==> src/rtl/minute_hour_counter.sv <==
// minute_hour_counter
//   Minutes/hours stage of a wall clock. It sits behind a seconds counter
//   that shares clk, which has one rising edge per second. Minutes advance
//   on the edge where the seconds stage wraps 59 -> 0. Hours advance when
//   the minutes wrap. Minutes and hours can be loaded directly.
//
// Ports
//   clk        system clock, one rising edge per second
//   clear_n    asynchronous active-low reset
//   sec_in     current seconds value from the upstream stage (0..59)
//   load       synchronous load strobe
//   load_sel   load target: 0 = minutes, 1 = hours
//   data       load value
//   mode12     display format: 0 = 24-hour, 1 = 12-hour
//   enable     databus output enable
//   rd_sel     databus source: 0 = minutes, 1 = display hour
//   min        minute count, 0..MIN_MAX
//   hour       hour count in 24-hour form, 0..HOUR_MAX
//   hour_disp  hour in the format selected by mode12
//   pm         high when hour >= 12
//   day_tick   one-cycle registered pulse after a counted HOUR_MAX -> 0 wrap
//   databus    gated read-back bus
module minute_hour_counter #(
    parameter int HOUR_MAX = 23,
    parameter int MIN_MAX  = 59
) (
    input  logic       clk,
    input  logic       clear_n,
    input  logic [5:0] sec_in,
    input  logic       load,
    input  logic       load_sel,
    input  logic [5:0] data,
    input  logic       mode12,
    input  logic       enable,
    input  logic       rd_sel,
    output logic [5:0] min,
    output logic [4:0] hour,
    output logic [4:0] hour_disp,
    output logic       pm,
    output logic       day_tick,
    output logic [5:0] databus
);

    logic       min_carry;
    logic       min_wrap;
    logic       hour_carry;
    logic       hour_wrap;
    logic       min_load;
    logic       hour_load;
    logic [5:0] min_load_val;
    logic [4:0] hour_load_val;

    // The seconds stage wraps to 0 on the same edge that samples sec_in == 59.
    // Out-of-range seconds values never match, so they never carry.
    assign min_carry = (sec_in == 6'd59);
    assign min_wrap  = min_carry && (min == 6'(MIN_MAX));

    assign min_load  = load && !load_sel;
    assign hour_load = load && load_sel;

    // A minute load suppresses the carry. An hour load overwrites the hour,
    // so the carry is discarded. Either way, a load blocks the hour carry.
    assign hour_carry = min_wrap && !load;
    assign hour_wrap  = hour_carry && (hour == 5'(HOUR_MAX));

    // Out-of-range load values store 0. Hours take data[4:0] only.
    assign min_load_val  = (data > 6'(MIN_MAX)) ? 6'd0 : data;
    assign hour_load_val = (data[4:0] > 5'(HOUR_MAX)) ? 5'd0 : data[4:0];

    always_ff @(posedge clk or negedge clear_n) begin
        if (!clear_n) begin
            min      <= 6'd0;
            hour     <= 5'd0;
            day_tick <= 1'b0;
        end else begin
            if (min_load) begin
                min <= min_load_val;
            end else if (min_carry) begin
                min <= min_wrap ? 6'd0 : min + 6'd1;
            end

            if (hour_load) begin
                hour <= hour_load_val;
            end else if (hour_carry) begin
                hour <= hour_wrap ? 5'd0 : hour + 5'd1;
            end

            day_tick <= hour_wrap;
        end
    end

    assign pm = (hour >= 5'd12);

    // In 12-hour form, hour 0 is shown as 12. Hours 13..23 are shown as 1..11.
    always_comb begin
        hour_disp = hour;
        if (mode12) begin
            if (hour == 5'd0) begin
                hour_disp = 5'd12;
            end else if (hour > 5'd12) begin
                hour_disp = hour - 5'd12;
            end
        end
    end

    always_comb begin
        databus = 6'd0;
        if (enable) begin
            databus = rd_sel ? {1'b0, hour_disp} : min;
        end
    end

endmodule

==> config.mk <==
export PLATFORM = sky130hd
export DESIGN_NAME = minute_hour_counter
export DESIGN_NICKNAME = d
export VERILOG_FILES = /design/src/rtl/minute_hour_counter.sv
export SDC_FILE = /design/constraint.sdc
export NUM_CORES = 1
export LEC_CHECK = 0
export ABC_CLOCK_PERIOD_IN_PS = 2900
export CORE_ASPECT_RATIO = 1.25
export CORE_MARGIN = 1
export CORE_UTILIZATION = 43
export DETAILED_ROUTE_END_ITERATION = 7
export GPL_TIMING_DRIVEN = 0
export PLACE_DENSITY = 0.8
export SLEW_MARGIN = 20
export SYNTH_ARGS = -nofsm -noshare
export SYNTH_HDL_FRONTEND = slang
export SYNTH_SLANG_ARGS = --single-unit
==> constraint.sdc <==
create_clock -name clk -period 2.9 [get_ports clk]
set_clock_uncertainty 0.2 [all_clocks]
set_input_delay 0.87 -clock clk [delete_from_list [all_inputs] [get_ports clk]]
set_output_delay 0.87 -clock clk [all_outputs]
set_load 0.02 [all_outputs]
==> results.md <==
- The clock net in this run drives a total of 12 sinks.
- The critical path is of the in2out type.
- The number of standard-cell rows in the floorplan is 19.
- Synthesis handed over a netlist of approximately 140 instances.
- Setup repair after global routing could not meet its margin everywhere.
- In the finished design, the share of the clock period the worst path needs comes to 0.990.
- In this run the number of H-tree levels came out at 1.
- Once detail routing completed, the nets flagged for antenna violations numbered 0.
- After global routing the overflow that remains totals 0.
- The quantity of I/O buffers inserted on ports is roughly 40.
- Headroom to the max-slew limit came out at 0.631.
- STA classifies the critical path endpoint as an output port.
- The number of DRC violations after detailed routing is 0.
- The shortest period the worst path allows is 2.87 ns.
- At the end of routability-driven placement, the weighted congestion stood at ~0.85.
- The async set-reset flop share out of synthesis is 1.00.
- The share of the Yosys chip area taken by registers is 0.280.
- The antenna diode count is 0.
- The total routing resource utilization after global routing is 0.265.
- Derived from the worst setup path, the maximum achievable clock frequency is 348 MHz.
- For this run, the number of Yosys warnings is 0.
- For the pin with the worst max-slew slack, the measured transition is 0.552 ns.
- The flip-flop cell with the highest count after synthesis is sky130_fd_sc_hd__dfrtp_1.
- The global-route wire length before repair is around 5.2 mm.
- The x dimension of the die is 46.7 um.
- Across all layers, the routed design uses 1331 vias.
- The area of the core is ~2300 um2.
- Using the TritonRoute via totals, the vias-per-cell ratio works out to just under 6.
- At the worst endpoint, the required time is 1.83 ns.
- The number of nets in the finished design is 219.
- The CTS tree is yes.
- Total power for the finished layout comes to just under 700 uW.
- Once detailed placement completed, the half-perimeter wirelength came to 2.52 mm.
- The number of global-route vias before repair came to 1142.
- The type of element launching the critical path is an input pin.
- The routed length per placed instance is 16.2 um.
- The leakage power summed over all cells is about 0.00073 uW.
- In the layout the commonest cells are 25 x sky130_fd_sc_hd__clkdlybuf4s50_1, 15 x sky130_fd_sc_hd__nand2_1, 12 x sky130_fd_sc_hd__nand3_1, 12 x sky130_fd_sc_hd__buf_4.
- The area enclosed by the die boundary is 2700 um2.
- In this run, post-CTS hold repair placed 0 buffers.
- The first TritonRoute pass finished after 4 iterations.
- The highest ir drop seen on vdd is 0.298 mV.
- In this run the worst hold path is classified as reg2reg.
- Clock tree synthesis selected as its root buffer the cell sky130_fd_sc_hd__clkbuf_4.
- After clock tree synthesis, the clock-pin slew on the worst setup and hold paths is ~0.08 ns.
- The number of enable flip-flop cells after synthesis is 0.
- The total routed wirelength is ~3.6 mm.
- In this run the cell area of the synthesized design comes to about 1100 um2.
- The fraction of layout instances using a drive strength above 1 is 0.255.
- The arrival time of data at the critical path endpoint is approximately 1.8 ns.
- The number of different library cells in the post-synthesis netlist is 42.
- The power density over the cells is 403 nW/um2.
- The vertical die dimension is slightly below 60 um.
- Entering global routing, the biggest net connects 13 pins.
- The number of failing hold endpoints at the final stage is 0.
- The average cell area after synthesis is 7.84 um2.
- For the worst-skew pair, the clock arrives at the later sink with an insertion delay of 0.27 ns.
- The number of endpoints failing setup at the final stage is 0.
- Compared with the post-synthesis result, the final layout area differs by 55.4%.
- Measured on the finished design, the core utilization comes to 0.731.
- The flow ran to the end, and the final reports show no timing, DRC or antenna violations.
- The longest clock path from root to sink contains 2 buffers.
- The max-capacitance violation count is 0.
- After the first detailed-routing iteration, the DRC count stood at 54.
- The max-slew violation count is 0.
- The starting density of the core is 0.470.
- The number of antenna violations at the first check in global routing came to 0.
- The commonest non-fill, non-tap cell in the layout is sky130_fd_sc_hd__clkdlybuf4s50_1.
- Along the worst path, the maximum fanout reaches 7.
- The net count after synthesis is approximately 160.
- The number of clock buffers added by TritonCTS is 3.
- For this design the top-level I/O count stands at 43.
- Synthesis inferred 12 register bits.
logic make-up after synthesis:
logic type / synth area share
buffers and inverters: 0.0571
and+or+nand+nor: 0.343
muxes: 0.0303
AOI/OAI and AO/OA: 0.220
adders and majority gates: 0.0699
DFF: 0.280
final cells by class:
class,instances,area [um2]
Multi-Input combinational cell,109,766
Fill cell,193,614
Timing Repair Buffer,52,452
Sequential cell,12,304
Buffer,6,45.0
Inverter,10,40.0
Tap cell,31,38.8
Clock buffer,3,22.5
registers in the layout (all words and copies together), names as in the netlist:
name and flops:
hour 5, day_tick 1, min 6
worst max-delay path, cell delays in order:
cell and delay, ns:
sky130_fd_sc_hd__buf_4 0.13, sky130_fd_sc_hd__nand4b_1 0.19, sky130_fd_sc_hd__o21ai_1 0.13, sky130_fd_sc_hd__a31oi_1 0.07, sky130_fd_sc_hd__a211oi_1 0.22, sky130_fd_sc_hd__buf_2 0.19
power breakdown:
part           internal [uW]  leakage, uW  switching [uW]
Clock                   48.0    0.0000138            55.4
Combinational            166     0.000570             179
Sequential               188     0.000145            35.6
what timing repair did:
| item | CTS | global route |
|---|---|---|
| buffers inserted | 1 | 9 |
| gates cloned | 1 | 0 |
| endpoints found under the setup margin | 12 | 11 |
| resized for setup | 64 | 15 |
| pin swaps | 7 | 7 |
cell usage after synthesis, types with 4 or more instances:
cell type | instances | share of area
sky130_fd_sc_hd__nand2_1 | 15 | 0.052
sky130_fd_sc_hd__dfrtp_1 | 12 | 0.28
sky130_fd_sc_hd__nand3_1 | 12 | 0.056
sky130_fd_sc_hd__a21oi_1 | 10 | 0.047
sky130_fd_sc_hd__inv_1 | 10 | 0.035
sky130_fd_sc_hd__nor2_1 | 9 | 0.031
sky130_fd_sc_hd__a31oi_1 | 6 | 0.035
sky130_fd_sc_hd__ha_1 | 6 | 0.070
sky130_fd_sc_hd__o21ai_0 | 6 | 0.028
sky130_fd_sc_hd__clkbuf_1 | 5 | 0.017
sky130_fd_sc_hd__nand2b_1 | 4 | 0.023
sky130_fd_sc_hd__nand4b_1 | 4 | 0.033
per-stage QoR:
| stage | instances | hold WS, ns | TNS (ns) | cell area (um2) | setup slack, ns |
|---|---|---|---|---|---|
| detailed placement | 209 | 0.400 | -8.52 | 1520 | -0.920 |
| finish | 223 | 0.424 | 0 | 1670 | 0.0289 |
| global route | 223 | 0.438 | -0.105 | 1670 | -0.0553 |
| global placement | 209 | 0.387 | -7.81 | 1520 | -0.884 |
| floorplan | 137 | 0.374 | 0 | 1070 | 0.00653 |
| CTS | 214 | 0.418 | 0 | 1560 | 0.00852 |
worst paths after layout:
kind                            startpoint          to  slack [ns]  depth (start not counted)
worst max-delay path                mode12  databus[2]        0.03                          6
worst min-delay path                min[0]      min[0]        0.42                          1
worst max register to register      min[0]     hour[3]        0.36                          5
worst min register to register      min[0]      min[0]        0.42                          1
max in group asynchronous          clear_n     hour[3]        1.35                          1
min in group asynchronous          clear_n      min[0]        0.75                          1
metal layers:
metal	vias to the layer above	GRT usage	wire length, um
met2	88	0.454	1830
met4	0	0.102	74
met3	10	0.0218	273
li1	619	-	-
met1	614	0.333	1430
met5	-	0	0
No activity file was read; power rests on OpenSTA's default activity.
